### src/rtl/timeslot_capture.sv
// Capture FIFO for a time-multiplexed sample stream. It stores {slot, data} pairs,
// keeps a saturating count of accepted samples per slot and a sticky overflow flag.
module timeslot_capture #(
  parameter int WIDTH = 16,
  parameter int DEPTH = 4
) (
  input  logic                       clk,
  input  logic                       rst,
  input  logic [WIDTH-1:0]           in_data,
  input  logic                       in_slot,
  input  logic                       in_en,
  output logic [WIDTH-1:0]           out_data,
  output logic                       out_slot,
  output logic                       out_valid,
  input  logic                       out_ready,
  output logic [15:0]                count0,
  output logic [15:0]                count1,
  output logic [$clog2(DEPTH):0]     level,
  output logic                       overflow
);

  localparam int AW = $clog2(DEPTH);
  localparam logic [AW:0] FULL = (AW+1)'(DEPTH);
  localparam logic [15:0] CNT_MAX = 16'hFFFF;

  logic [WIDTH:0]  mem [DEPTH];
  logic [AW-1:0]   wr_ptr;
  logic [AW-1:0]   rd_ptr;
  logic            push;
  logic            pop;

  // A full FIFO still accepts a sample when the head leaves in the same cycle.
  assign out_valid = (level != '0);
  assign pop       = out_valid && out_ready;
  assign push      = in_en && ((level != FULL) || pop);

  assign out_slot  = mem[rd_ptr][WIDTH];
  assign out_data  = mem[rd_ptr][WIDTH-1:0];

  // NOTE: storage is not reset; out_valid qualifies the head, so stale
  // contents are never observed and the array can map to plain RAM.
  always_ff @(posedge clk) begin
    if (push && !rst) begin
      mem[wr_ptr] <= {in_slot, in_data};
    end
  end

  // NOTE: all state uses non-blocking assignments so every register samples
  // the pre-edge values of the others, independent of statement order.
  always_ff @(posedge clk) begin
    if (rst) begin
      wr_ptr   <= '0;
      rd_ptr   <= '0;
      level    <= '0;
      count0   <= '0;
      count1   <= '0;
      overflow <= 1'b0;
    end else begin
      if (push) begin
        wr_ptr <= wr_ptr + 1'b1;
      end
      if (pop) begin
        rd_ptr <= rd_ptr + 1'b1;
      end
      if (push && !pop) begin
        level <= level + 1'b1;
      end else if (pop && !push) begin
        level <= level - 1'b1;
      end
      if (in_en && !push) begin
        overflow <= 1'b1;
      end
      if (push && !in_slot && (count0 != CNT_MAX)) begin
        count0 <= count0 + 1'b1;
      end
      if (push && in_slot && (count1 != CNT_MAX)) begin
        count1 <= count1 + 1'b1;
      end
    end
  end

endmodule

### config.mk
export PLATFORM = sky130hd
export DESIGN_NAME = timeslot_capture
export DESIGN_NICKNAME = d
export VERILOG_FILES = /design/src/rtl/timeslot_capture.sv
export SDC_FILE = /design/constraint.sdc
export NUM_CORES = 1
export LEC_CHECK = 0
export ABC_AREA = 1
export BUFFER_PORTS_ARGS = -buffer_cell sky130_fd_sc_hd__buf_2
export CAP_MARGIN = 20
export CORE_ASPECT_RATIO = 1.25
export CORE_MARGIN = 3
export CORE_UTILIZATION = 45
export CTS_CLUSTER_SIZE = 14
export DETAILED_ROUTE_END_ITERATION = 16
export PLACE_DENSITY_LB_ADDON = 0.1
export SYNTH_ARGS = -nofsm -noshare
export SYNTH_HDL_FRONTEND = slang
export SYNTH_SLANG_ARGS = --single-unit
### constraint.sdc
create_clock -name clk -period 5 [get_ports clk]
set_input_delay 0 -clock clk [delete_from_list [all_inputs] [get_ports clk]]
set_output_delay 0 -clock clk [all_outputs]
set_load 0.01 [all_outputs]
### After elaboration in Yosys (flattened, before gate mapping)

Memory sizes are Yosys's and may differ from the RTL's. A register that Yosys moved wholly into a read port is not among the register bits.
Cells that the tools add are included.

| cells by class | value |
|---|---|
| div/mod/pow operators | 0 |
| bitwise gates (word level) | 0 |
| multiply operators | 0 |
| add/subtract/negate cells | 6 |
| order comparisons | 0 |
| shift-type cells | 0 |
| reductions and logical operators | 17 |
| equal/unequal tests | 3 |
| multiplexer cells | 6 |

Operators with widths:

| cell | number |
|---|---|
| $add 16x1->16 const B | 2 |
| $ne 16x16->1 const B | 2 |
| $logic_and 1x1->1 | 10 |
| $mux 3 | 2 |
| $add 2x1->2 const B | 2 |
| $logic_not 1->1 | 4 |
| $mux 2 | 2 |
| $add 3x1->3 const B | 1 |
| $ne 3x3->1 const B | 1 |
| $reduce_bool 3->1 | 1 |
| $sub 3x1->3 const B | 1 |
| $mux 1 | 2 |
| $reduce_bool 2->1 | 1 |
| $logic_or 1x1->1 | 1 |

| storage, ports and cells | value |
|---|---|
| word-level logic and storage cells | 39 |
| memory bits (writable) | 68 |
| latch bits | 0 |
| bits in read-only memories | 0 |
| memories kept | 1 |
| bits of input ports | 21 |
| output and inout port bits | 54 |
| bits in registers | 40 |

Memory list:

| name | depth | width | rd ports | clocked after memory_dff | wr ports | RTL line | text |
|---|---|---|---|---|---|---|---|
| mem | 4 | 17 | 1 | 1 | 1 | 26 | `logic [WIDTH:0] mem [DEPTH];` |

### Longest topological paths before layout

Gate-level depths: netlist of the first run.

| depth | value |
|---|---|
| depth in word-level cells | 8 |
| depth in mapped cells | 12 |
| gate-level depth less buffers | 12 |

### Least setup slack after synthesis of the first run

No wires, ideal clock.

| path | value |
|---|---|
| path kind | flip-flop to flip-flop |
| start | reg level[0] |
| end | mem mem[0][0] in the netlist's numbering (enable) |
| data required time | 4,609 ps |
| arrival time | 1,630 ps |
| setup time | 391 ps |
| setup slack | 2,979 ps |
| period minus slack after synthesis | 2,021 ps |
| buffers on the path | 0 |
| stages on the path, launching flop included | 7 |
| path through | dfxtp_1 -> nor2_1 -> nand2_1 -> nand2_1 -> inv_1 -> nand2_1 -> nor2_1 |

| between the ends | value |
|---|---|
| word-level cells in the longest chain between the ends | 7 |
| elaborated cells on any way between the ends | 8 |
| classes of those cells | eq/ne (1); mux (2); reduce/logical (5) |

Ends and longest elaborated chain:

| item | RTL line | text |
|---|---|---|
| from (decl) | 18 | `output logic [$clog2(DEPTH):0] level,` |
| from (signal assigned) | 66 | `level <= level + 1'b1;` |
| from (signal assigned) | 68 | `level <= level - 1'b1;` |
| $reduce_bool 3->1 | 33 | `assign out_valid = (level != '0);` |
| $logic_and 1x1->1 | 34 | `assign pop = out_valid && out_ready;` |
| $logic_or 1x1->1 (*) | 35 | `assign push = in_en && ((level != FULL) \|\| pop);` |
| $logic_and 1x1->1 (*) | 35 |  |
| $logic_and 1x1->1 (*) | 43 | `if (push && !rst) begin` |
| $mux 1 (*) | 43 |  |
| $mux 1 (implied by the code) (*) | 44 | `mem[wr_ptr] <= {in_slot, in_data};` |
| to (decl) | 26 |  |

Every way passes the cells marked *; elsewhere a longest branch is shown, timed or not.

==> results.md, run 1 <==
| Result | Reported | Unit |
| --- | --- | --- |
| DRC marker count from the first detailed-route iteration | 135 | - |
| CP required | 5.00 | ns |
| Critical path endpoint category | output pin | - |
| Number of CTS-inserted buffers | 9 | - |
| Synth cell types | 29 | - |
| Routability congestion estimate | 0.826 | - |
| Floorplan die height | 124 | um |
| Flip-flop and latch count after synthesis | 110 | - |
| Routed length on met1 | 4630 | um |
| Leading cell type in the layout, fill and taps excluded | nand2_1 | - |
| Non-filler cells, final | 768 | - |
| Post-synthesis to final-layout area growth | 18.8 | % |
| Clock-pin slew reported for the worst setup and hold paths after clock tree synthesis | 0.06 | ns |
| Primary FF master, synth | edfxtp_1 | - |
| Area of the mapped netlist | 5000 | um^2 |
| Wire length on met2 | 5120 | um |
| Num rows | 42 | - |
| Tmin final | 2.17 | ns |
| Result of the run | finished, final reports clean | - |
| Max Fanout on Critical Path | 35 | - |
| Slew HR | 36.5 | % |
| Length of routed met3 wiring | 393 | um |
| Post-place instance area | 5460 | um^2 |
| Power per cell area | 364 | nW/um^2 |
| Number of global-route vias before repair | 3597 | - |
| CTS resizes | 0 | - |
| Share of Yosys cell area claimed by the top area cell type | 40.8 | % |
| Unrepaired setup endpoints after global routing | false | - |
| Final total power | 2.16 | mW |
| Max Buffers Root-to-Sink | 2 | - |
| Hold WC Path Type | in2reg | - |
| Slew Limit Fails | 0 | - |
| Antenna diode count | 0 | - |
| Max Clk Rate | 0.462 | GHz |
| Residual antenna-violating net count after detailed routing | 0 | - |
| Commonest cells after routing, fill and taps aside | 111 x nand2_1, 82 x nor2_1, 74 x buf_2 | - |
| Design Area, Final | 5940 | um^2 |
| Total number of yosys warnings | 0 | - |
| Initial Util | 46.7 | % |
| Async S/R FF share, synth | 0 | % |
| TritonCTS clock tree | done | - |
| Slowest library cell on the worst path | inv_1 | - |
| Clock Root Buffer | clkbuf_16 | - |
| Critical path cell sequence | buf_4 > inv_1 > o21ai_0 > o22ai_1 > buf_2 | - |
| Share of the yosys chip area belonging to registers | 57.6 | % |
| Part of the cycle the worst path needs | 43.3 | % |
| Antenna violations before repair | 0 | - |
| # placed instances | 733 | - |
| First-pass GRT wire length | 17000 | um |
| Max cap viols | 0 | - |
| Type of the worst setup path | reg2out | - |
| Final net count | 660 | - |
| Top layer used by detailed routing | met4 | - |
| Core region area | 10700 | um^2 |
| Setup-violating endpoint count in the final report | 0 | - |
| Cells after Synth | 539 | - |
| Routed wire length per instance | 13.5 | um |
| Die outline width | 100 | um |
| Largest cells by area after synthesis | edfxtp_1 41%, dfxtp_1 17%, nand2_1 8.3%, nor2_1 6.2%, o21ai_0 4.4% | - |
| Final hold viol count | 0 | - |
| Largest net degree at the start of global routing | 36 | - |
| Cell type with the highest aggregate area in the netlist | edfxtp_1 | - |
| Clk_lat worst skew | 0.34 | ns |
| Die area | 12400 | um^2 |
| Share of cells above drive strength 1 | 19.8 | % |
| Standby leakage power | 2.32 | nW |
| HPWL after DPL | 6920 | um |
| Post-Syn Nets | 568 | - |
| Clock Sinks | 110 | - |
| Length of the first detailed-routing pass in iterations | 4 | - |
| Setup Total Neg Slack | 0 | ns |
| Number of vias per cell | 5.00 | - |
| CTS H-tree lvls | 3 | - |
| Largest incremental delay on the critical path | 0.73 | ns |
| Overflow after GRT | 0 | - |
| Port Buffers | 74 | - |
| Kind of cell adding the most delay to the critical path | buffers and inverters | - |
| Number of synthesized flops with an enable pin | 68 | - |
| Buffering stage count on the worst path with inverters included | 3 | - |
| Actual slew at the worst max-slew pin | 0.951 | ns |
| VDD IR max | 0.000221 | V |
| Worst Clk Skew | 0.00613 | ns |
| Synthesized area per cell | 9.28 | um^2 |
| Total global routing track utilization | 17.3 | % |
| Startpoint type of the worst setup path | register | - |
| Post-route DRC | 0 | - |
| Number of primary I/O pins | 75 | - |
| Wire length after detailed routing | 10300 | um |
| Crit path arrival time | 2.17 | ns |
| Vias | 3839 | - |
report_power, final:
part	internal, mW	switching, mW	leakage (nW)
Sequential	1.01	0.0319	0.958
Clock	0.388	0.303	0.144
Combinational	0.152	0.272	1.22
Total	1.55	0.607	2.32
stage by stage:
| stage | setup WS, ns | hold slack, ns | util [%] |
|---|---|---|---|
| floorplan | 2.98 | 0.0989 | - |
| global placement | 3.09 | 0.214 | 50.9 |
| detailed placement | 3.01 | 0.215 | 50.9 |
| CTS | 2.82 | 0.0650 | 55.4 |
| global route | 2.63 | 0.101 | 55.4 |
| finish | 2.83 | 0.0722 | 55.4 |
tightest hold or removal path: cells and delay by family:
kind            cells  cell delay (ns)
buf+inv             2             0.21
simple gates        1             0.08
compound gates      1             0.07
cells in the mapped netlist (7+ instances only):
master    number
a21oi_1       24
a21oi_2        9
clkbuf_1      10
dfxtp_1       42
edfxtp_1      68
ha_1           7
inv_1         43
nand2_1      111
nand3_1       26
nand4_1        7
nor2_1        82
o21ai_0       44
o22ai_1       17
xor2_1         9
sequential cells by signal, indices dropped and copies added, names as in the netlist, named ones only:
name and cells:
mem 68, count0 16, count1 16, level 3, rd_ptr 2, wr_ptr 2, overflow 1
metal layers:
| layer | up-vias | track usage [%] |
|---|---|---|
| li1 | 1982 | - |
| met1 | 1770 | 22.1 |
| met2 | 72 | 29.8 |
| met3 | 15 | 2.41 |
| met4 | 0 | 6.99 |
| met5 | - | 0 |
repair_timing:
action,in CTS,in global routing
hold buffers,19,0
buffers inserted,0,0
hold endpoints to repair,69,0
final timing paths:
kind         cells after the start                     end                   from  slack [ns]
max reg2reg                     11   level[2]$_SDFFE_PP0P_  level[0]$_SDFFE_PP0P_        2.95
max                              5             out_data[0]               register        2.83
min                              4  rd_ptr[0]$_SDFFE_PP0P_              out_ready        0.07
min reg2reg                      2   overflow$_SDFFE_PP0P_  overflow$_SDFFE_PP0P_        0.46
area by class of cell:
| class | count | area [um^2] |
|---|---|---|
| clock inverter | 6 | 61.3 |
| inverter | 49 | 188 |
| timing repair buffer | 98 | 598 |
| clock buffer | 10 | 229 |
| fill | 982 | 4780 |
| tap | 132 | 165 |
| multi-input combinational | 363 | 1820 |
| sequential | 110 | 2880 |
cell families (layout without fill, tap and decap cells):
logic type / Yosys count / count (layout) / synth area share, %
xor+xnor: 11 / 11 / 1.93
buf+inv: 66 / 163 / 6.05
compound gates: 95 / 95 / 10.6
flops: 110 / 110 / 57.6
fa+ha+maj: 8 / 8 / 2.15
simple gates: 249 / 249 / 21.6
No activity file was read; power rests on OpenSTA's default activity.
==> run 2, diff against run 1 <==
==> constraint.sdc (replaced) <==
create_clock -name clk -period 1.75 [get_ports clk]
set_input_delay 0 -clock clk [delete_from_list [all_inputs] [get_ports clk]]
set_output_delay 0 -clock clk [all_outputs]
set_load 0.01 [all_outputs]
==> run 2 against run 1 <==
Against the previous run: the flow now finishes with violations (setup timing); flip-flop and latch count unchanged; core utilization up 2.1 points; critical endpoint is now level[2]$_SDFFE_PP0P_; sequential share of layout area decreased by 1.6 points; clock power rose to 2.9 times the previous value; setup slack worse by 2.9 ns; critical path depth grew 7.
==> results.md, run 2 (synthesis results as in run 1) <==
| Result | Reported | Unit | Change |
| --- | --- | --- | --- |
| Result of the run | complete, but fails checks | - |  |
| Violations in the final reports | setup timing | - |  |
| Actual slew at the worst max-slew pin | 0.408 | ns | -0.543 ns |
| Final total power | 6.48 | mW | +200% |
| Largest incremental delay on the critical path | 0.37 | ns | -0.36 ns |
| Fillers | 993 | - | +1.1% |
| Final Core Density | 57.5 | % | +2.1 points |
| Power per cell area | 1050 | nW/um^2 | +190% |
| Number of vias per cell | 5.01 | - | +0.21% |
| Setup-violating endpoint count in the final report | 1 | - | +1 |
| Largest net degree at the start of global routing | 35 | - | -2.8% |
| Total global routing track utilization | 18.2 | % | +0.88 points |
| Tmin final | 1.77 | ns |  |
| TritonCTS clock tree | done | - |  |
| Length of the first detailed-routing pass in iterations | 4 | - | unchanged |
| Max Clk Rate | 0.565 | GHz |  |
| Worst-case hold path end point | rd_ptr[0]$_SDFFE_PP0P_ | - |  |
| Num rows | 42 | - | unchanged |
| Routed wire length per instance | 13.8 | um | +2.5% |
| Kind of cell adding the most delay to the critical path | adder cells | - |  |
| Clk_lat worst skew | 0.35 | ns | about the same |
| Number of primary I/O pins | 75 | - | unchanged |
| Worst setup timing slack at the placement stage | -0.111 | ns | -3.12 ns |
| Final net count | 673 | - | +2.0% |
| Overflow after GRT | 0 | - | unchanged |
| Leading cell type in the layout, fill and taps excluded | nand2_1 | - |  |
| Unrepaired setup endpoints after global routing | true | - |  |
| Max cap viols | 0 | - | unchanged |
| CTS H-tree lvls | 3 | - | unchanged |
| Post-route DRC | 0 | - | unchanged |
| Registers with the highest flip-flop counts | mem: 68 flops, count0: 16 flops, count1: 16 flops | - |  |
| Post-route setup slack | -0.0202 | ns | -2.85 ns |
| Initial Util | 46.7 | % | unchanged |
| Critical path cell sequence | inv_4 > nor2_4 > nand2_1 > nand2_2 > inv_2 > ha_4 > inv_2 > fa_2 > a21oi_2 > o21ai_1 > o21ai_1 > a21oi_1 | - |  |
| CP required | 1.98 | ns | -3.02 ns |
| Number of global-route vias before repair | 3874 | - | +7.7% |
| Reg2reg setup slack | -0.02 | ns | -2.97 ns |
| Die outline width | 100 | um | unchanged |
| Number of flip-flops under the largest register name | 68 | - | unchanged |
| Startpoint type of the worst setup path | register | - |  |
| Critical path endpoint category | register | - |  |
| Clock Root Buffer | clkbuf_16 | - |  |
| Residual antenna-violating net count after detailed routing | 0 | - | unchanged |
| Number of CTS-inserted buffers | 9 | - | unchanged |
| Max Buffers Root-to-Sink | 2 | - | unchanged |
| VDD IR max | 0.000637 | V | +190% |
| DRC marker count from the first detailed-route iteration | 126 | - | -6.7% |
| Crit path arrival time | 2.00 | ns | -0.17 ns |
| Wire length after detailed routing | 10800 | um | +4.3% |
| Worst hold-check slack | 0.0929 | ns | +0.0207 ns |
| Standby leakage power | 2.40 | nW | +3.4% |
| WHS Path Cells | 4 | - | unchanged |
| Worst Clk Skew | 0.00461 | ns | -0.00152 ns |
| First-pass GRT wire length | 17900 | um | +5.5% |
| Clock-pin slew reported for the worst setup and hold paths after clock tree synthesis | 0.07 | ns | about the same |
| Part of the cycle the worst path needs | 101 | % |  |
| Slew Limit Fails | 0 | - | unchanged |
| Vias | 3912 | - | +1.9% |
| Share of cells above drive strength 1 | 24.5 | % | +4.7 points |
| Cell count of the worst reg-to-reg path | 12 | - | +1 |
| Slew HR | 72.7 | % | +36 points |
| Buffering stage count on the worst path with inverters included | 3 | - | unchanged |
| Antenna violations before repair | 0 | - | unchanged |
| Port Buffers | 74 | - | unchanged |
| Type of the worst setup path | reg2reg | - |  |
| Hold WC Path Type | in2reg | - |  |
| Routability congestion estimate | 0.832 | - | +0.75% |
| Slowest library cell on the worst path | fa_2 | - |  |
| Die area | 12400 | um^2 | unchanged |
| Floorplan die height | 124 | um | unchanged |
| Hold wc startpoint | out_ready | - |  |
| Core region area | 10700 | um^2 | unchanged |
| R2r endpoint | level[2]$_SDFFE_PP0P_ | - |  |
| Final hold viol count | 0 | - | unchanged |
| Worst reg2reg path startpoint | level[2]$_SDFFE_PP0P_ | - |  |
| Clock Sinks | 110 | - | unchanged |
| Commonest cells after routing, fill and taps aside | 108 x nand2_1, 76 x nor2_1, 74 x buf_2 | - |  |
| Post-synthesis to final-layout area growth | 23.2 | % |  |
| Max Fanout on Critical Path | 4 | - | -89% |
| Antenna diode count | 0 | - | unchanged |
| Most flop-heavy register | mem | - |  |
| HPWL after DPL | 7320 | um | +5.8% |
==> run 2: cell types whose count changed in the layout (fill, tap and decap cells not counted), sizes merged <==
cell,previous run,this run
clkbuf,10,9
clkinvlp,0,1
buf,79,92
==> run 2: what timing repair did <==
item	CTS	global route
setup buffers	0	1
pin swaps	0	6
resized for setup	5	11
hold buffers	19	0
setup endpoints to repair	2	11
hold endpoints to repair	69	0
==> run 2: stage by stage <==
step,instances,cell area (um^2),setup TNS (ns)
after CTS,780,6120,0
final,781,6160,-0.0202
after global routing,781,6160,-0.0817
after global placement,745,5630,0
after detailed placement,745,5630,-0.123
after floorplan,539,5030,0
==> run 2: how the worst max path moves through the flow <==
stage,end,cells after the start,slack [ns],startpoint
2_1_floorplan,level[2]$_SDFFE_PP0P_,12,0.004,level[2]$_SDFFE_PP0P_
3_3_place_gp,level[2]$_SDFFE_PP0P_,10,0.03,level[1]$_SDFFE_PP0P_
3_5_place_dp,level[2]$_SDFFE_PP0P_,10,-0.11,level[1]$_SDFFE_PP0P_
4_1_cts,level[2]$_SDFFE_PP0P_,12,0.009,level[2]$_SDFFE_PP0P_
5_1_grt,level[2]$_SDFFE_PP0P_,12,-0.08,level[2]$_SDFFE_PP0P_
6_report,level[2]$_SDFFE_PP0P_,12,-0.02,level[2]$_SDFFE_PP0P_
==> run 2: worst reg2reg max path, delay by kind of cell (launching register included) <==
family	cells	cell delay [ns]
flops	1	0.34
buf+inv	3	0.18
fa+ha+maj	2	0.50
compound gates	4	0.45
simple gates	3	0.18
==> run 2: routing by layer <==
layer	global-route usage, %	share of wire [%]
met3	3.98	4.3
met5	0	0
met2	33.6	52
met4	6.15	1.6
met1	20.7	43
==> run 2: report_power, final <==
part | switching (mW) | leakage (nW) | total (mW) | internal (mW)
Clock | 0.913 | 0.147 | 2.03 | 1.11
Sequential | 0.0736 | 0.960 | 2.98 | 2.91
Combinational | 0.885 | 1.29 | 1.48 | 0.590
==> run 2: final cells by class <==
type                            instances  area (um^2)  area share [%]
Clock buffer                            9          225            3.65
Clock inverter                          7         72.6            1.18
Inverter                               49          190            3.09
Multi-Input combinational cell        363         1870            30.4
Sequential cell                       110         2890            46.9
Tap cell                              132          165            2.68
Timing Repair Buffer                  111          746            12.1
==> run 3, diff against run 2 <==
--- a/config.mk
+++ b/config.mk
@@ -10,10 +10,11 @@
 export CAP_MARGIN = 20
 export CORE_ASPECT_RATIO = 1.25
 export CORE_MARGIN = 3
-export CORE_UTILIZATION = 45
+export CORE_UTILIZATION = 51
 export CTS_CLUSTER_SIZE = 14
 export DETAILED_ROUTE_END_ITERATION = 16
 export PLACE_DENSITY_LB_ADDON = 0.1
+export SETUP_SLACK_MARGIN = 0.02
 export SYNTH_ARGS = -nofsm -noshare
 export SYNTH_HDL_FRONTEND = slang
 export SYNTH_SLANG_ARGS = --single-unit
==> run 3 against run 2 <==
Against the previous run: the flow now finishes without violations; first-iteration DRC count increased by 5.6%; setup slack gained 0.039 ns; via count up 2.4%; die area fell by 11%; non-clock buffer count grew 7; clock skew rose by 0.0029 ns; final cell count did not move; critical endpoint unchanged; largest power group unchanged.
==> results.md, run 3 (synthesis results as in run 1) <==
| Result | Reported | Unit | Change |
| --- | --- | --- | --- |
| Power per cell area | 1040 | nW/um^2 | -1.1% |
| Number of flip-flops under the largest register name | 68 | - | unchanged |
| Floorplan die height | 117 | um | -5.8% |
| Wire length after detailed routing | 10500 | um | -2.9% |
| Clock-pin slew reported for the worst setup and hold paths after clock tree synthesis | 0.07 | ns | about the same |
| Final hold viol count | 0 | - | unchanged |
| Worst Clk Skew | 0.00751 | ns | +0.00290 ns |
| Hold WC Path Type | in2reg | - |  |
| Result of the run | finished, final reports clean | - |  |
| Clk_lat worst skew | 0.34 | ns | about the same |
| Cell count of the worst reg-to-reg path | 12 | - | unchanged |
| Initial Util | 53.4 | % | +6.7 points |
| Core region area | 9370 | um^2 | -13% |
| Routability congestion estimate | 0.837 | - | +0.58% |
| VDD IR max | 0.000686 | V | +7.6% |
| Largest net degree at the start of global routing | 35 | - | unchanged |
| Registers with the highest flip-flop counts | mem: 68 flops, count0: 16 flops, count1: 16 flops | - |  |
| Slew HR | 72.3 | % | -0.38 points |
| Max Fanout on Critical Path | 4 | - | unchanged |
| Crit path arrival time | 1.96 | ns | -0.04 ns |
| Commonest cells after routing, fill and taps aside | 107 x nand2_1, 76 x nor2_1, 74 x buf_2 | - |  |
| Die area | 11000 | um^2 | -11% |
| Antenna violations before repair | 0 | - | unchanged |
| Reg2reg setup slack | 0.02 | ns | +0.04 ns |
| Setup-violating endpoint count in the final report | 0 | - | -1 |
| Length of the first detailed-routing pass in iterations | 4 | - | unchanged |
| DRC marker count from the first detailed-route iteration | 133 | - | +5.6% |
| Type of the worst setup path | reg2reg | - |  |
| Worst hold-check slack | 0.0941 | ns | +0.00123 ns |
| Leading cell type in the layout, fill and taps excluded | nand2_1 | - |  |
| Part of the cycle the worst path needs | 98.9 | % | -2.2 points |
| First-pass GRT wire length | 16900 | um | -5.7% |
| Num rows | 39 | - | -7.1% |
| Number of vias per cell | 5.13 | - | +2.4% |
| Critical path endpoint category | register | - |  |
| TritonCTS clock tree | done | - |  |
| Residual antenna-violating net count after detailed routing | 0 | - | unchanged |
| Port Buffers | 74 | - | unchanged |
| Antenna diode count | 0 | - | unchanged |
| Final net count | 682 | - | +1.3% |
| CTS H-tree lvls | 3 | - | unchanged |
| Unrepaired setup endpoints after global routing | true | - |  |
| HPWL after DPL | 6780 | um | -7.3% |
| Startpoint type of the worst setup path | register | - |  |
| Most flop-heavy register | mem | - |  |
| Clock Sinks | 110 | - | unchanged |
| Number of primary I/O pins | 75 | - | unchanged |
| Clock Root Buffer | clkbuf_16 | - |  |
| Post-synthesis to final-layout area growth | 24.6 | % |  |
| R2r endpoint | level[2]$_SDFFE_PP0P_ | - |  |
| Final total power | 6.48 | mW | about the same |
| Number of global-route vias before repair | 3763 | - | -2.9% |
| Overflow after GRT | 0 | - | unchanged |
| Slew Limit Fails | 0 | - | unchanged |
| Number of CTS-inserted buffers | 9 | - | unchanged |
| Vias | 4006 | - | +2.4% |
| Routed wire length per instance | 13.4 | um | -2.9% |
| Max Clk Rate | 0.578 | GHz | +2.2% |
| Max cap viols | 0 | - | unchanged |
| Actual slew at the worst max-slew pin | 0.414 | ns | +0.00623 ns |
| Endpoint of the most critical setup path | level[2]$_SDFFE_PP0P_ | - |  |
| Worst reg2reg path startpoint | level[2]$_SDFFE_PP0P_ | - |  |
| Die outline width | 94.6 | um | -5.7% |
| Max Buffers Root-to-Sink | 2 | - | unchanged |
| Standby leakage power | 2.43 | nW | +1.4% |
| Total global routing track utilization | 19.6 | % | +1.4 points |
| Worst setup path start | level[2]$_SDFFE_PP0P_ | - |  |
| CP required | 1.98 | ns | about the same |
| Post-route DRC | 0 | - | unchanged |
| Tmin final | 1.73 | ns | -0.0389 ns |
| Share of cells above drive strength 1 | 26.0 | % | +1.5 points |
run 3: cell types whose count changed in the layout (fill, tap and decap cells not counted), sizes merged:
cell      change
clkinv        +1
clkinvlp      +1
buf           +7
nor2          +1
inv           -1
run 3: how the worst min path moves through the flow:
stage / from / depth (start not counted) / end
5_1_grt: in_en / 4 / wr_ptr[0]$_SDFFE_PP0N_
3_5_place_dp: in_data[9] / 1 / mem[0][9]$_DFFE_PP_
4_1_cts: in_en / 4 / wr_ptr[0]$_SDFFE_PP0N_
3_3_place_gp: in_data[12] / 1 / mem[0][12]$_DFFE_PP_
2_1_floorplan: in_data[0] / 0 / mem[0][0]$_DFFE_PP_
6_report: in_en / 4 / wr_ptr[0]$_SDFFE_PP0N_
run 3: cell type report:
cell class                      instances  area, um^2
Clock inverter                          7        62.6
Clock buffer                            9         225
Timing Repair Buffer                  118         798
Multi-Input combinational cell        364        1900
Fill cell                             800        3140
Sequential cell                       110        2890
Timing Repair inverter                  1        5.00
Inverter                               49         196
Tap cell                              123         154
run 3: power by group:
part / total, mW / switching (mW) / internal, mW
Sequential: 2.99 / 0.0851 / 2.91
Clock: 1.95 / 0.849 / 1.10
Combinational: 1.54 / 0.900 / 0.638
Total: 6.48 / 1.83 / 4.64
run 3: metrics by stage:
| stage | setup TNS (ns) | instance area, um^2 | cells | util [%] | setup slack, ns |
|---|---|---|---|---|---|
| 4_1_cts | 0 | 6100 | 770 | 65.1 | 0.0207 |
| 6_report | 0 | 6230 | 781 | 66.5 | 0.0187 |
| 3_3_place_gp | 0 | 5610 | 735 | 59.9 | 0.0345 |
| 3_5_place_dp | -0.0286 | 5610 | 735 | 59.9 | -0.0286 |
| 2_1_floorplan | 0 | 5030 | 539 | - | 0.0325 |
| 5_1_grt | -0.0754 | 6230 | 781 | 66.5 | -0.0754 |
run 3: layer usage:
layer  part of all wire, %  up-vias  global-route usage [%]
li1                      -     2029                       -
met1                    43     1879                    23.3
met2                    52       80                    35.0
met3                   3.4       18                    3.54
met4                   1.7        0                    8.28
met5                     0        -                       0
run 3: worst max-delay path: stages, from the launching register on:
cell and delay (ns):
dfxtp_2 0.33, inv_4 0.07, nor2_4 0.04, nand2_2 0.08, nand2_2 0.06, inv_2 0.08, ha_4 0.14, inv_4 0.04
fa_2 0.37, a21oi_2 0.14, o21ai_2 0.08, o21ai_1 0.14, a21oi_1 0.05
run 3: timing repair:
action | in CTS | in global routing
gates cloned | 0 | 2
pin swaps | 0 | 10
endpoints found under the hold margin | 69 | 0
hold buffers | 19 | 0
buffers inserted | 0 | 9
endpoints found under the setup margin | 3 | 13
gates resized for setup | 5 | 17
